<file path="config.mk">
export PLATFORM = sky130hd
export DESIGN_NAME = instr_prefetch_queue_flat
export DESIGN_NICKNAME = d
export VERILOG_FILES = /design/src/rtl/pfq_pkg.sv /design/src/rtl/instr_prefetch_queue_if.sv /design/src/rtl/pfq_fifo.sv /design/src/rtl/instr_prefetch_queue.sv /design/src/flat_wrapper.sv
export SDC_FILE = /design/constraint.sdc
export NUM_CORES = 1
export LEC_CHECK = 0
export BUFFER_PORTS_ARGS = -buffer_cell sky130_fd_sc_hd__buf_2
export CORE_AREA = 2 2 96 98
export CTS_CLUSTER_SIZE = 30
export DETAILED_ROUTE_END_ITERATION = 6
export DIE_AREA = 0 0 98 100
export MAX_ROUTING_LAYER = met4
export PLACE_DENSITY_LB_ADDON = 0.1
export SLEW_MARGIN = 20
export SYNTH_ARGS = -nofsm -noshare
export SYNTH_HDL_FRONTEND = slang
export SYNTH_SLANG_ARGS = --single-unit
</file>
<file path="constraint.sdc">
create_clock -name clk -period 3.3 [get_ports clk]
set_clock_uncertainty 0.05 [all_clocks]
set_input_delay 0.33 -clock clk [delete_from_list [all_inputs] [get_ports clk]]
set_output_delay 0.33 -clock clk [all_outputs]
set_load 0.05 [all_outputs]
</file>
<file path="src/rtl/pfq_pkg.sv">
// Shared widths, queue entry type and a saturating counter helper
// for the instruction prefetch queue.
package pfq_pkg;
    localparam int ADDR_W  = 8;
    localparam int INSTR_W = 8;

    typedef logic [ADDR_W-1:0] pfq_addr_t;

    typedef struct packed {
        logic [INSTR_W-1:0] instr;
        logic [ADDR_W-1:0]  pc;
    } pfq_entry_t;

    function automatic logic [15:0] sat_inc16(logic [15:0] v);
        return (v == 16'hFFFF) ? v : v + 16'd1;
    endfunction
endpackage

</file>
<file path="src/rtl/instr_prefetch_queue_if.sv">
// Prefetch queue bus: instruction-memory read port plus decode-side
// valid/stall handshake and redirect input.
interface instr_prefetch_queue_if;
    import pfq_pkg::*;

    logic               imem_req;
    pfq_addr_t          imem_addr;
    logic               imem_rvalid;
    logic [INSTR_W-1:0] imem_rdata;
    logic               stall;
    logic               redirect;
    pfq_addr_t          redirect_pc;
    logic               instr_valid;
    logic [INSTR_W-1:0] instr_code;
    pfq_addr_t          pc_out;
    pfq_addr_t          pc_next;

    modport master (
        output imem_req, imem_addr, instr_valid, instr_code, pc_out, pc_next,
        input  imem_rvalid, imem_rdata, stall, redirect, redirect_pc
    );

    modport slave (
        input  imem_req, imem_addr, instr_valid, instr_code, pc_out, pc_next,
        output imem_rvalid, imem_rdata, stall, redirect, redirect_pc
    );
endinterface

</file>
<file path="src/rtl/pfq_fifo.sv">
// Small in-order FIFO with synchronous flush; head is read straight from
// registered storage so nothing combinational reaches it from wdata.
module pfq_fifo #(
    parameter int  DEPTH = 4,
    parameter type T     = logic [7:0]
) (
    input  logic                         clk,
    input  logic                         reset,
    input  logic                         flush,
    input  logic                         push,
    input  logic                         pop,
    input  T                             wdata,
    output T                             head,
    output logic                         full,
    output logic                         empty,
    output logic [$clog2(DEPTH+1)-1:0]   count
);
    localparam int PW = (DEPTH > 1) ? $clog2(DEPTH) : 1;
    localparam int CW = $clog2(DEPTH+1);

    typedef logic [PW-1:0] ptr_t;

    T     mem [DEPTH];
    ptr_t wr_ptr, rd_ptr;
    logic do_push, do_pop;

    // Depth need not be a power of two (tag FIFO), so wrap explicitly.
    function automatic ptr_t bump(ptr_t p);
        return (p == ptr_t'(DEPTH-1)) ? '0 : p + 1'b1;
    endfunction

    assign full    = (count == CW'(DEPTH));
    assign empty   = (count == '0);
    assign do_pop  = pop && !empty;
    assign do_push = push && (!full || do_pop);
    assign head    = mem[rd_ptr];

    always_ff @(posedge clk) begin
        if (reset) begin
            wr_ptr <= '0;
            rd_ptr <= '0;
            count  <= '0;
            for (int i = 0; i < DEPTH; i++) mem[i] <= '0;
        end else if (flush) begin
            wr_ptr <= '0;
            rd_ptr <= '0;
            count  <= '0;
        end else begin
            if (do_push) begin
                mem[wr_ptr] <= wdata;
                wr_ptr      <= bump(wr_ptr);
            end
            if (do_pop) rd_ptr <= bump(rd_ptr);
            case ({do_push, do_pop})
                2'b10:   count <= count + 1'b1;
                2'b01:   count <= count - 1'b1;
                default: ;
            endcase
        end
    end
endmodule

</file>
<file path="src/rtl/instr_prefetch_queue.sv">
// Instruction fetch front end: sequential PC generation, in-order response
// queue, redirect flush. Define PFQ_PERF_EN to add the perf counter ports.
module instr_prefetch_queue
    import pfq_pkg::*;
#(
    parameter int        DEPTH           = 4,
    parameter int        MAX_OUTSTANDING = 2,
    parameter pfq_addr_t RESET_PC        = 8'h00
) (
    input  logic                    clk,
    input  logic                    reset,
    instr_prefetch_queue_if.master  bus
`ifdef PFQ_PERF_EN
    ,
    output logic [15:0]             perf_empty_cycles,
    output logic [15:0]             perf_dropped
`endif
);
    localparam int QCW = $clog2(DEPTH+1);
    localparam int OCW = $clog2(MAX_OUTSTANDING+1);

    pfq_addr_t        fetch_pc;
    logic [OCW-1:0]   outstanding;
    logic [OCW-1:0]   drop_cnt;

    pfq_entry_t       q_head, q_wdata;
    logic [QCW-1:0]   q_count;
    logic             q_full, q_empty;
    pfq_addr_t        t_head;
    logic [OCW-1:0]   t_count;
    logic             t_full, t_empty;
    logic             unused_fifo_status;

    logic issue, resp, accept, drop, pop;

    always_comb begin
        issue   = !reset && !bus.redirect
                  && (int'(q_count) + int'(outstanding) < DEPTH)
                  && (int'(outstanding) < MAX_OUTSTANDING);
        // A response with nothing in flight is a protocol error: ignore it.
        resp    = bus.imem_rvalid && (outstanding != '0);
        accept  = resp && (drop_cnt == '0) && !bus.redirect;
        drop    = resp && !accept;
        pop     = !q_empty && !bus.stall && !bus.redirect;
        q_wdata = '{instr: bus.imem_rdata, pc: t_head};
    end

    assign bus.imem_req    = issue;
    assign bus.imem_addr   = fetch_pc;
    assign bus.instr_valid = !q_empty;
    assign bus.instr_code  = q_head.instr;
    assign bus.pc_out      = q_head.pc;
    assign bus.pc_next     = q_head.pc + 8'd1;

    always_ff @(posedge clk) begin
        if (reset) begin
            fetch_pc    <= RESET_PC;
            outstanding <= '0;
            drop_cnt    <= '0;
        end else begin
            case ({issue, resp})
                2'b10:   outstanding <= outstanding + 1'b1;
                2'b01:   outstanding <= outstanding - 1'b1;
                default: ;
            endcase
            // Everything still in flight after this cycle belongs to the old path.
            if (bus.redirect) begin
                fetch_pc <= bus.redirect_pc;
                drop_cnt <= outstanding - OCW'(resp);
            end else begin
                if (issue) fetch_pc <= fetch_pc + 8'd1;
                if (resp && (drop_cnt != '0)) drop_cnt <= drop_cnt - 1'b1;
            end
        end
    end

    pfq_fifo #(.DEPTH(DEPTH), .T(pfq_entry_t)) u_queue (
        .clk   (clk),
        .reset (reset),
        .flush (bus.redirect),
        .push  (accept),
        .pop   (pop),
        .wdata (q_wdata),
        .head  (q_head),
        .full  (q_full),
        .empty (q_empty),
        .count (q_count)
    );

    // Tags of live requests only; dropped responses never consume a tag.
    pfq_fifo #(.DEPTH(MAX_OUTSTANDING), .T(pfq_addr_t)) u_tags (
        .clk   (clk),
        .reset (reset),
        .flush (bus.redirect),
        .push  (issue),
        .pop   (accept),
        .wdata (fetch_pc),
        .head  (t_head),
        .full  (t_full),
        .empty (t_empty),
        .count (t_count)
    );

    assign unused_fifo_status = ^{q_full, t_full, t_empty, t_count};

`ifdef PFQ_PERF_EN
    always_ff @(posedge clk) begin
        if (reset) begin
            perf_empty_cycles <= '0;
            perf_dropped      <= '0;
        end else begin
            if (q_empty) perf_empty_cycles <= sat_inc16(perf_empty_cycles);
            if (drop)    perf_dropped      <= sat_inc16(perf_dropped);
        end
    end
`endif
endmodule

</file>
<file path="src/flat_wrapper.sv">
// flat-port wrapper written by rule: the top's interface ports become plain ports
module instr_prefetch_queue_flat import pfq_pkg::*;
#(
    parameter int        DEPTH           = 4,
    parameter int        MAX_OUTSTANDING = 2,
    parameter pfq_addr_t RESET_PC        = 8'h00
)
  (clk, reset, bus_imem_req, bus_imem_addr, bus_instr_valid, bus_instr_code, bus_pc_out, bus_pc_next, bus_imem_rvalid, bus_imem_rdata, bus_stall, bus_redirect, bus_redirect_pc);
  instr_prefetch_queue_if bus_i ();
  input  logic clk;
  input  logic reset;
  output wire logic [$bits(bus_i.imem_req)-1:0] bus_imem_req;
  output wire logic [$bits(bus_i.imem_addr)-1:0] bus_imem_addr;
  output wire logic [$bits(bus_i.instr_valid)-1:0] bus_instr_valid;
  output wire logic [$bits(bus_i.instr_code)-1:0] bus_instr_code;
  output wire logic [$bits(bus_i.pc_out)-1:0] bus_pc_out;
  output wire logic [$bits(bus_i.pc_next)-1:0] bus_pc_next;
  input wire logic [$bits(bus_i.imem_rvalid)-1:0] bus_imem_rvalid;
  input wire logic [$bits(bus_i.imem_rdata)-1:0] bus_imem_rdata;
  input wire logic [$bits(bus_i.stall)-1:0] bus_stall;
  input wire logic [$bits(bus_i.redirect)-1:0] bus_redirect;
  input wire logic [$bits(bus_i.redirect_pc)-1:0] bus_redirect_pc;
  assign bus_imem_req = bus_i.imem_req;
  assign bus_imem_addr = bus_i.imem_addr;
  assign bus_instr_valid = bus_i.instr_valid;
  assign bus_instr_code = bus_i.instr_code;
  assign bus_pc_out = bus_i.pc_out;
  assign bus_pc_next = bus_i.pc_next;
  assign bus_i.imem_rvalid = bus_imem_rvalid;
  assign bus_i.imem_rdata = bus_imem_rdata;
  assign bus_i.stall = bus_stall;
  assign bus_i.redirect = bus_redirect;
  assign bus_i.redirect_pc = bus_redirect_pc;
  instr_prefetch_queue #(.DEPTH(DEPTH), .MAX_OUTSTANDING(MAX_OUTSTANDING), .RESET_PC(RESET_PC)) u_core (.clk(clk), .reset(reset), .bus(bus_i));
endmodule
</file>
==> impl_results.md, run 1 <==
- H-tree levels: 3
- Met2 usage: 33.7%
- Routed vias: 3121
- GR Util met1: about a quarter
- Drt drc: 0
- Antenna cells: 0
- FILL cells: 717
- # hold bufs at CTS: 0
- Yosys reg bits: 106
- DIE AREA: 9800 µm²
- Worst-path clk slew: around 0.10 ns
- GR Util All Layers: 20.2%
- Warnings, synthesis: 0
- Netlist Area Pre-Place: 4940 µm²
- Crit Path Class: flop to output pin
- Final GP Congestion: 0.844
- RSZ-0062 raised after global routing: no
- CTS tree: built
- WHS: 0.167 ns
- Initial antenna violation count: 0
- Final core utilization: 62.7%
- Drt via density: 5.54
- Core Footprint: 8890 µm²
- Maxcap violations: 0
- Syn-to-layout area delta: 12.9%
- Worst setup margin: 0.476 ns
- Commonest cells after routing, fill and taps aside: edfxtp_1 (80), buf_2 (54), nor2_1 (53)
- Post-DRT Antenna Nets: 0
- Pleak: 0.00216 µW
- Most common cell after layout, fill and taps aside: edfxtp_1
- Initial Util: between 50% and 60%
- Worst EP required: 2.92 ns
- Post-synth top area share: 48.7%
- Crit-path max FO: 8
- Nets: 478
- Die height: 100 µm
- Ports: 55
- Status: finished, final reports clean
- Arrival @ worst endpoint: ~2.4 ns
- R2r setup slk: 0.64 ns
- Post-cts repair resize count: 0
- Hpwl dp: ~6600 µm
- Met3 Use GR: 3.48%
- Synth area leader: edfxtp_1
- Most used routing layer: met2
- Gr ovfl total: 0
- Relative slew slack: between 40% and 50%
- TritonCTS buffer count: 9
- Largest net degree at the start of global routing: 27
- Most used DFF post-synth: edfxtp_1
- Tmin final: about 2.8 ns
- PD cells: between 500 and 600 nW/µm²
- # port buffers: 54
- CTS Buffer Depth: 2
- Clk_lat worst skew: 0.37 ns
- Hold Vio Cnt, Final: 0
- Die X: about 100 µm
- CTS root buf: clkbuf_8
- Pre-CTS setup slack: 0.692 ns
- Syn avg cell area: 12.9 µm²
- Setup TNS: 0 ns
- Worst-Margin Slew: 0.772 ns
- Max-slew violations: 0
- Leading post-synthesis cells by cell area: edfxtp_1 (49%), dfxtp_1 (11%), mux4_2 (7.3%), and2_1 (4.2%), nor2_1 (4.0%)
- Asr flop ratio synth: 0%
- Share of layout cells above drive strength 1: between 20% and 30%
- Routed length per instance: 16.0 µm
- Initial drt markers: 130
- Post-synth EDFFs: 80
- First-pass GRT wire length: 15100 µm
- Post-CTS Setup Bufs: 0
- Register area: 2920 µm²
- Post-route clock period utilization: around 86%
- Final wirelength: between 9000 and 10000 µm
- Startpoint Class: flop
- First-pass DRT Iterations: 4
- Multi-input logic area: 1900 µm²
- Nature of the critical path endpoint: output pin
- Register area share after synthesis: 59.2%
- Hold Path Class: primary input to flop
- Rows: 35
- Peak supply drop: 0.275 mV
- FMAX: 0.354 GHz
- Vias in the first global route: about 3k
- Post-synthesis net count: 415
- Setup violators final: 0
- Netlist cell types: 53
- Mapped Cells: approximately 380
- Clock Sinks: 106
## metal layers
metal	vias up	wire length, µm
met1	1491	3910
met4	0	123
met2	80	4640
met3	12	349
met5	-	0
li1	1538	-
## sequential cells by signal (all words and copies together), names as in the netlist, 2 cells and up, named ones only
register and count:
u_core.drop_cnt 2, u_core.bus.imem_addr 8, u_core.u_tags.count 2, u_core.u_queue.count 3, u_core.outstanding 2, u_core.u_queue.mem 64
u_core.u_queue.wr_ptr 2, u_core.u_queue.rd_ptr 2, u_core.u_tags.mem 16
## synthesized netlist by cell type, types with 3 or more instances
| library cell | number |
|---|---|
| a211oi_1 | 10 |
| a21oi_1 | 7 |
| and2_1 | 33 |
| and3_1 | 19 |
| buf_2 | 3 |
| clkbuf_1 | 8 |
| dfxtp_1 | 26 |
| edfxtp_1 | 80 |
| ha_1 | 9 |
| inv_1 | 10 |
| mux2i_1 | 10 |
| mux4_2 | 16 |
| nand2_1 | 16 |
| nand3_1 | 9 |
| nand4_1 | 3 |
| nor2_1 | 53 |
| nor3_1 | 5 |
| o21ai_0 | 4 |
| or3_1 | 5 |
| xnor2_1 | 8 |
| xor2_1 | 11 |
## logic make-up (layout without fill, tap and decap cells)
| family | count (synthesis) | count (layout) | synth area share, % |
|---|---|---|---|
| flip-flops | 106 | 106 | 59.2 |
| adder cells (fa/ha/maj) | 10 | 10 | 2.69 |
| multiplexers | 26 | 26 | 9.33 |
| AO/OA/AOI/OAI | 34 | 34 | 5.15 |
| XOR/XNOR | 19 | 19 | 3.37 |
| buffers and inverters | 27 | 95 | 2.28 |
| AND/OR/NAND/NOR | 162 | 162 | 18.0 |
## power by group
part / switching, µW / leakage, µW / total [µW] / internal [µW]
clock network: 447 / 0.0000938 / 804 / 357
registers: 60.2 / 0.00104 / 1580 / 1520
logic: 362 / 0.00102 / 547 / 186
total: 869 / 0.00216 / 2930 / 2060
## final cells by class
class                      instances  area share [%]
sequential                       106            52.4
clock buffer                       9            2.22
timing repair buffer              66            6.47
clock inverter                     7            1.39
inverter                          13           0.876
multi-input combinational        251            34.1
tap                              111            2.49
## worst paths after layout
path / start / endpoint / cells after the start
max: flop / bus_pc_next[6] / 6
min: bus_redirect / u_core.drop_cnt[1] / 2
max reg2reg: u_core.drop_cnt[0] / u_core.u_queue.mem[1][13] / 7
min reg2reg: u_core.u_queue.rd_ptr[0] / flop / 2
## worst max-delay path: stages, from the launching register on
cell and delay (ns):
dfxtp_1 0.64, mux4_2 0.62, ha_1 0.25, nand3_1 0.11
nor2_1 0.07, xor2_1 0.11, buf_2 0.27
## stage by stage
stage          area [µm²]  total power, µW  std cells
2_1_floorplan        4940             2010        384
3_3_place_gp         5370             2150        547
3_5_place_dp         5370             2160        547
4_1_cts              5570             2950        563
5_1_grt              5570             3060        563
6_report             5570             2930        563
Power figures use the tool's default switching activity.
==> run 2: changes to the inputs <==
--- a/config.mk
+++ b/config.mk
@@ -10,8 +10,8 @@
 export CTS_CLUSTER_SIZE = 30
 export DETAILED_ROUTE_END_ITERATION = 6
 export DIE_AREA = 0 0 98 100
-export MAX_ROUTING_LAYER = met4
 export PLACE_DENSITY_LB_ADDON = 0.1
+export RECOVER_POWER = 25
 export SLEW_MARGIN = 20
 export SYNTH_ARGS = -nofsm -noshare
 export SYNTH_HDL_FRONTEND = slang
==> impl_results.md, run 2 (synthesis results as in run 1) <==
- Status: finished, final reports clean
- FILL cells: ~730
- Clock power share: roughly 28%
- Post-Layout Cell Count: 563
- RSZ-0062 raised after global routing: no
- CTS root buf: clkbuf_8
- H-tree levels: 3
- Cell Area, Placed: 5370 µm²
- Hold path depth: 2
- Peak supply drop: 0.272 mV
- Crit Path Class: flop to flop
- Internal cell power: 2060 µW
- Commonest cells after routing, fill and taps aside: edfxtp_1 (80), nor2_1 (53), buf_2 (44)
- Worst setup margin: 0.429 ns
- WHS Endpoint: u_core.drop_cnt[1]
- # hold bufs at CTS: 0
- Ports: 55
- # port buffers: between 50 and 60
- Startpoint Class: flop
- Critical R2R Capture: u_core.u_queue.mem[0][0]
- GR Util met1: 25.2%
- Max reg flops: 64
- DIE AREA: 9800 µm²
- Rows: 35
- Crit-path max FO: 16
- CP max stage delay: 0.67 ns
- Critical Path Start: u_core.outstanding[1]
- RR Startpoint: u_core.outstanding[1]
- Share of layout cells above drive strength 1: 21.2%
- CTS Buffer Depth: 2
- GR Util All Layers: between 10% and 20%
- CTS tree: built
- Clk_lat worst skew: between 0.3 and 0.4 ns
- Tmin final: 2.87 ns
- Hold Vio Cnt, Final: 0
- Initial drt markers: 120
- Gr ovfl total: 0
- Pleak: 0.00211 µW
- Worst-Margin Slew: 0.984 ns
- Sw power: 865 µW
- Die X: 98 µm
- Clock Sinks: around 110
- Post-cts repair resize count: 0
- Worst EP required: 3.31 ns
- Placed insts: 547
- Slowest-stage cell, CP: or3_1
- Routed vias: around 3.1k
- Maxcap violations: 0
- Most used routing layer: met2
- Syn-to-layout area delta: 12.4%
- Die height: roughly 100 µm
- Largest net degree at the start of global routing: 27
- R2r setup slk: around 0.43 ns
- First-pass GRT wire length: between 15000 and 20000 µm
- CP cell instances: o21ai_2 > inv_1 > o2111ai_1 > or3_1 > nand2_1 > buf_4
- Relative slew slack: 34.4%
- Routed length per instance: 16.1 µm
- Drt drc: 0
- Hold Path Class: primary input to flop
- Post-CTS Setup Bufs: 0
- Post-DRT Antenna Nets: 0
- Met2 usage: 33.8%
- First-pass DRT Iterations: 4
- Nets: about 480
- Arrival @ worst endpoint: 2.88 ns
- FMAX: 0.348 GHz
- Worst-path clk slew: 0.10 ns
- Core Footprint: 8890 µm²
- Worst R2R Path Depth: 6
- PD cells: between 500 and 600 nW/µm²
- Drt via density: between 5 and 6
- Vias in the first global route: 3081
- Initial antenna violation count: 0
- Final GP Congestion: 0.831
- Hpwl dp: approximately 6600 µm
- Antenna cells: 0
- Setup violators final: 0
- Initial Util: 55.5%
- Power share of the combinational group: 18.4%
- Reg power frac: 54.1%
- Switching part of the total power: 29.6%
- Most common cell after layout, fill and taps aside: edfxtp_1
- Top reg by flops: u_core.u_queue.mem
- Nature of the critical path endpoint: flop
- Setup TNS: 0 ns
- Met3 Use GR: 3.62%
- Max-slew violations: 0
- TritonCTS buffer count: 9
- Final wirelength: around 9100 µm
- Final instance area: 5550 µm²
- Post-route clock period utilization: 87.0%
- Hold Crit Start: bus_redirect
- Pre-CTS setup slack: 0.692 ns
==> run 2: cell count changes in the layout (fill, tap and decap cells not counted), sizes merged <==
cell    previous run  this run
clkbuf             9        21
buf               66        54
==> run 2: layout make-up <==
class	count	area (µm²)	share of cell area (%)
clock inverters	7	77.6	1.40
flip-flops and latches	106	2920	52.7
well taps	111	139	2.50
repair buffers	66	340	6.14
clock buffers	9	124	2.23
inverters	13	48.8	0.880
multi-input cells	251	1890	34.2
==> run 2: power groups by stage <==
stage / logic, µW / clock network [µW] / registers (µW)
5_1_grt: 591 / 869 / 1590
3_5_place_dp: 548 / 0 / 1610
4_1_cts: 551 / 820 / 1580
2_1_floorplan: 385 / 0 / 1620
3_3_place_gp: 539 / 0 / 1610
6_report: 538 / 802 / 1580
==> run 2: layer usage <==
| metal | share of wire (%) | up-vias |
|---|---|---|
| li1 | - | 1539 |
| met1 | 44 | 1504 |
| met2 | 50 | 88 |
| met3 | 4.3 | 14 |
| met4 | 1.6 | 0 |
| met5 | 0 | - |
==> run 2: stage by stage <==
| step | power [µW] | utilization [%] | hold slack, ns |
|---|---|---|---|
| floorplan | 2010 | - | 0.352 |
| global placement | 2150 | 60.4 | 0.433 |
| detailed placement | 2160 | 60.4 | 0.453 |
| CTS | 2950 | 62.7 | 0.154 |
| global route | 3050 | 62.4 | 0.168 |
| finish | 2920 | 62.4 | 0.173 |
==> run 2: worst max path at each step <==
stage                                          end  depth (start not counted)
after CTS                           bus_pc_next[6]                          6
after global routing      u_core.u_queue.mem[0][6]                          6
after detailed placement  u_core.u_queue.mem[0][1]                          7
after floorplan                     bus_pc_next[6]                          6
final                     u_core.u_queue.mem[0][0]                          6
after global placement    u_core.u_queue.mem[0][0]                          7
==> run 2: worst max-delay path, delay by kind of cell (launching register included) <==
kind                   cells  cell delay [ns]
AO/OA/AOI/OAI              2             0.69
buffers and inverters      2             0.50
flip-flops                 1             0.50
AND/OR/NAND/NOR            2             0.80
